`config.mk`:
```
export PLATFORM = sky130hd
export DESIGN_NAME = instr_fetch_arbiter
export DESIGN_NICKNAME = d
export VERILOG_FILES = /design/src/rtl/instr_fetch_arbiter.sv
export SDC_FILE = /design/constraint.sdc
export NUM_CORES = 1
export LEC_CHECK = 0
export BUFFER_PORTS_ARGS = -buffer_cell sky130_fd_sc_hd__buf_4
export CAP_MARGIN = 20
export CORE_UTILIZATION = 48
export DETAILED_ROUTE_END_ITERATION = 12
export GPL_ROUTABILITY_DRIVEN = 0
export PLACE_DENSITY = 0.8
export SLEW_MARGIN = 10
export SYNTH_ARGS = -nofsm -noshare
export SYNTH_HDL_FRONTEND = slang
export SYNTH_SLANG_ARGS = --single-unit
```
`constraint.sdc`:
```
create_clock -name clk -period 2.6 [get_ports clk]
set_clock_uncertainty 0.1 [all_clocks]
set_input_delay 0.52 -clock clk [delete_from_list [all_inputs] [get_ports clk]]
set_output_delay 0.52 -clock clk [all_outputs]
set_load 0.1 [all_outputs]
```
`src/rtl/instr_fetch_arbiter.sv`:
```
// Round-robin arbiter sharing one combinational instruction ROM between two cores.
// Registered ack/rdata/err per core, plus saturating per-core stall counters.
module instr_fetch_arbiter #(
   parameter int ADDR_W    = 32,
   parameter int DATA_W    = 32,
   parameter int ROM_DEPTH = 128,
   parameter int CNT_W     = 16
) (
   input  logic              clk,
   input  logic              reset,
   input  logic              req0,
   input  logic              req1,
   input  logic [ADDR_W-1:0] addr0,
   input  logic [ADDR_W-1:0] addr1,
   output logic              ack0,
   output logic              ack1,
   output logic [DATA_W-1:0] rdata0,
   output logic [DATA_W-1:0] rdata1,
   output logic              err0,
   output logic              err1,
   output logic [ADDR_W-1:0] mem_addr,
   input  logic [DATA_W-1:0] mem_rdata,
   output logic [CNT_W-1:0]  stall_cnt0,
   output logic [CNT_W-1:0]  stall_cnt1
);

   localparam logic [CNT_W-1:0] CNT_MAX = '1;

   logic              last_grant;
   logic              grant0;
   logic              grant1;
   logic              out_of_range;
   logic [DATA_W-1:0] fetch_word;

   // On a tie the core that did not win last time gets the ROM.
   always_comb begin
      grant0   = req0 & (~req1 | last_grant);
      grant1   = req1 & (~req0 | ~last_grant);
      mem_addr = '0;
      if (grant0)
         mem_addr = addr0;
      else if (grant1)
         mem_addr = addr1;
   end

   assign out_of_range = (mem_addr >> 2) >= ADDR_W'(ROM_DEPTH);
   // Out-of-range fetches return a NOP instead of whatever the ROM drives.
   assign fetch_word   = out_of_range ? '0 : mem_rdata;

   always_ff @(posedge clk) begin
      if (reset) begin
         last_grant <= 1'b1;
         ack0       <= 1'b0;
         ack1       <= 1'b0;
         rdata0     <= '0;
         rdata1     <= '0;
         err0       <= 1'b0;
         err1       <= 1'b0;
         stall_cnt0 <= '0;
         stall_cnt1 <= '0;
      end else begin
         ack0 <= grant0;
         ack1 <= grant1;
         if (grant0) begin
            rdata0     <= fetch_word;
            err0       <= out_of_range;
            last_grant <= 1'b0;
         end
         if (grant1) begin
            rdata1     <= fetch_word;
            err1       <= out_of_range;
            last_grant <= 1'b1;
         end
         if (req0 && !grant0 && stall_cnt0 != CNT_MAX)
            stall_cnt0 <= stall_cnt0 + CNT_W'(1);
         if (req1 && !grant1 && stall_cnt1 != CNT_MAX)
            stall_cnt1 <= stall_cnt1 + CNT_W'(1);
      end
   end

endmodule

```
# Word-level counts from Yosys, hierarchy flattened
# Cells that the tools add are included.
# word_totals
regBits	101
in_bits	100
out_inout_bits	132
word_cells	31
# op_classes
n_addsub	2
order_cmp	1
eq_ne	2
n_mux	3
bitwise_logic	7
reduce_logical	7
# ops
cell	n
two-way mux 32 bit	3
adder 16 x 1 -> 16 bit (second input constant)	2
!= test 16 bit (second input constant)	2
greater-or-equal comparator 30 x 8 -> 1 bit (second input constant)	1
logical AND 1 bit	4
NOT 1 bit	3
bitwise AND 1 bit	2
zero test 1 bit	2
OR 1 bit	2
OR reduction 2 bit	1

# Depth between registers and ports, before layout
# depth
depth_word	7
mapped_depth	8
ltp_nobuf	5

# Least setup slack after synthesis
# Ideal clock, no wire load.
# synth_path
kind	in2out
startpoint	input port req0
endpoint	output port mem_addr[10]
arrival_time_ps	2057
required_time_ps	1980
setup_slack_ps	-77
stages	5
path_buffers	3
cell_sequence	buf_2 and2_1 clkbuf_1 clkbuf_1 a22o_1
# synth_via
elab_chain_cells	5
word_cells_on_any_way	6
# synth_rtl
item	line_no	source
start: declaration	11	input logic req0,
NOT 1 bit	38	grant1 = req1 & (~req0 | ~last_grant);
OR 1 bit	38	
bitwise AND 1 bit	38	
two-way mux 32 bit	42	else if (grant1)
two-way mux 32 bit (*)	40	if (grant0)
end: declaration	21	output logic [ADDR_W-1:0] mem_addr,
# Every way passes the cells marked *; elsewhere a longest branch is shown, timed or not.

# Final worst setup path
# layout_path
startpoint	register last_grant
endpoint	output port mem_addr[2]
# layout_via
elab_chain_cells	5
word_cells_on_any_way	7
# layout_rtl
item	line_no	source
start: declaration	29	logic last_grant;
start signal: assignment	52	last_grant <= 1'b1;
start signal: assignment	67	last_grant <= 1'b0;
start signal: assignment	72	last_grant <= 1'b1;
NOT 1 bit	38	
OR 1 bit	38	
bitwise AND 1 bit	38	
two-way mux 32 bit	42	
two-way mux 32 bit (*)	40	
# Marked as above.

==> run metrics <==
outcome complete, no violations; syn_area_per_cell 8.631 um2; sequential fraction of the synthesis area 37.85%; critical path startpoint last_grant; 1st-pass router iterations 5; DRT antenna net count 0; power per cell area 458.1 mW/mm2; sequential cell area 0.002026 mm2; r2r startpoint last_grant; top cell type's share of synthesized area 37.85%; syn_nets 721; Worst Hold Class primary input to register; root buf cell clkbuf_8; Via Count 5887; Core Area 0.01084 mm2; Max Clock Freq 397.8 MHz; arrival time worst endpoint 1.89 ns; worst setup path endpoint mem_addr[2]; Area Growth Syn to Fin 40.23%; ys flop type dfxtp_1; Synth area leader dfxtp_1; Reg2Reg Setup Slack 0.42 ns; number of global-route vias before repair 5472; drt wl/cell 18.48 um; Pleak 0.003129 uW; Clock Path Buffers 2; CP endpoint kind output port; synth top area cells dfxtp_1, o41ai_2, a2111oi_0, a21oi_1, a22o_1; WP data required 1.98 ns; final hold slack 0.3376 ns; Worst R2R Path Depth 6; maximum number of pins on one net before global-route repair 67; CTS H-tree lvls 3; Worst-Skew Late Latency 0.37 ns; pins over their slew limit 0; RSZ-0062 raised after global routing false; r2r endpoint rdata0[0]; Top Ports 232; MaxCap Viol Count 0; synthesized cell area 0.005343 mm2; Yosys reg bits 101; DRT Wirelength 17730 um; ys async rst share 0%; Multi-input gate area 0.002935 mm2; Initial Util 49.28%; Max rail drop VDD 0.3146 mV; critical path peak fanout 31; Slew @ Worst Pin 0.7700 ns; library cells used by synthesis 44; Final Hold Viols 0; number of antenna violations at the first check in global routing 0; Final Setup Violations 0; Worst slew margin 48.19%; gr usage total 30.07%; # clock sinks 101; Tot Pwr 3432 uW; ratio of cells with drive above 1 in the final layout 41.39%; Setup CP Type register to output port; routed vias/inst 6.139; Die Span Y 107.5 um; first-pass GRT wire length 27850 um; Final period util 96.68%; Die W 107.5 um; hold_buf cts 0; CTS tree yes; post-layout minimum cycle time 2.514 ns; Die Area 0.01156 mm2; most common cell in the synthesized netlist dfxtp_1; Std-Cell Rows 38; 1st-iter DRT viols 536; total CTS buffers 9; clk slew on worst S/H paths 0.11 ns; final net count 916; Mapped Cells 619; # diodes 0; post-CTS setup buffer count 0; drt drc 0; Post-Route Setup TNS 0 ns; EDFF count, synth 0; total grt overflow 0; crit path launch type register; synth warn 0; # port buffers 231; # fillers 899; hpwl dp 12570 um; synth cell count leaders dfxtp_1, a21oi_1, nand2_1
## how the worst min path moves through the flow
stage	start	end	slack (ns)	depth (start not counted)
floorplan	last_grant	last_grant	0.47	3
global placement	rdata1[3]	rdata1[3]	0.34	2
detailed placement	rdata1[4]	rdata1[4]	0.35	2
CTS	mem_rdata[7]	rdata0[7]	0.33	3
global route	mem_rdata[18]	rdata0[18]	0.34	3
finish	mem_rdata[7]	rdata0[7]	0.34	3
## where the power goes
| part | leakage [uW] | total (uW) | switching [uW] | internal (uW) |
|---|---|---|---|---|
| sequential | 0.000815 | 1560 | 7.43 | 1550 |
| combinational | 0.00223 | 940 | 661 | 279 |
| clock | 0.0000844 | 931 | 573 | 357 |
| total | 0.00313 | 3430 | 1240 | 2190 |
## sequential cells by signal, indices dropped and copies added (netlist names)
register    count
rdata0         32
ack0            1
stall_cnt1     16
ack1            1
rdata1         32
err1            1
last_grant      1
err0            1
stall_cnt0     16
## kinds of logic (layout without fill, tap and decap cells)
family	after synthesis	count (layout)	synth area share, %
buffers and inverters	102	302	8.056
flip-flops	101	101	37.85
adder cells (fa/ha/maj)	2	2	0.4683
AO/OA/AOI/OAI	188	188	30.02
AND/OR/NAND/NOR	222	222	22.81
multiplexers	4	4	0.7962
## what timing repair did
action                                 in CTS  in global routing
gates resized for setup                     3                 27
setup endpoints to repair                  31                 27
endpoints found under the hold margin       0                  0
## through the flow
stage | cells | cell area, um2 | utilization [%] | setup WS, ns
6_report | 959 | 7492 | 69.11 | 0.08620
5_1_grt | 959 | 7492 | 69.11 | 0.001026
4_1_cts | 959 | 7391 | 68.18 | 0.05578
3_5_place_dp | 943 | 7206 | 66.47 | 0.1816
3_3_place_gp | 943 | 7206 | 66.47 | 0.2186
2_1_floorplan | 619 | 5383 | - | 0.01038
## final cells by class
class / count / share of cell area [%]
timing repair buffer: 249 / 27.24
inverter: 37 / 1.854
sequential: 101 / 27.04
multi-input combinational: 416 / 39.18
clock buffer: 10 / 1.703
clock inverter: 6 / 0.6513
tap: 140 / 2.338
## worst max-delay path: stages, from the launching register on
cell	delay, ns
dfxtp_2	0.42
nand2b_4	0.21
and2_1	0.18
buf_6	0.25
a22o_2	0.19
buf_4	0.28
## per-layer routing
layer  GRT usage (%)  share of wire (%)
met1           39.77                 42
met2           47.07                 47
met3           8.596                9.0
met4           9.491                2.0
met5               0                  0
## cell usage in the layout (no fill, tap or decap), types with 2 or more instances in the layout
cell type   count
and3b_1         2
mux2_2          2
a21oi_1        56
clkinvlp_4      2
o31ai_1        14
dfxtp_1        98
or3_1           9
clkinv_4        2
dfxtp_2         3
nand3_1        45
ha_1            2
buf_6          29
buf_12          5
and2_1          3
and3_1          4
and4_1          4
nor3_1         10
or2_2           2
nor4_1         11
mux2i_1         2
clkbuf_8        9
a31oi_1         3
or4_1          17
o21ai_0         9
a2111oi_0      32
nor2b_1         2
nand4_1        44
nor2_1         12
o41ai_1         4
a22o_1          2
nand2_1        50
a22o_2         30
inv_1          37
o41ai_2        30
buf_4         215
No activity file was read; power rests on OpenSTA's default activity.
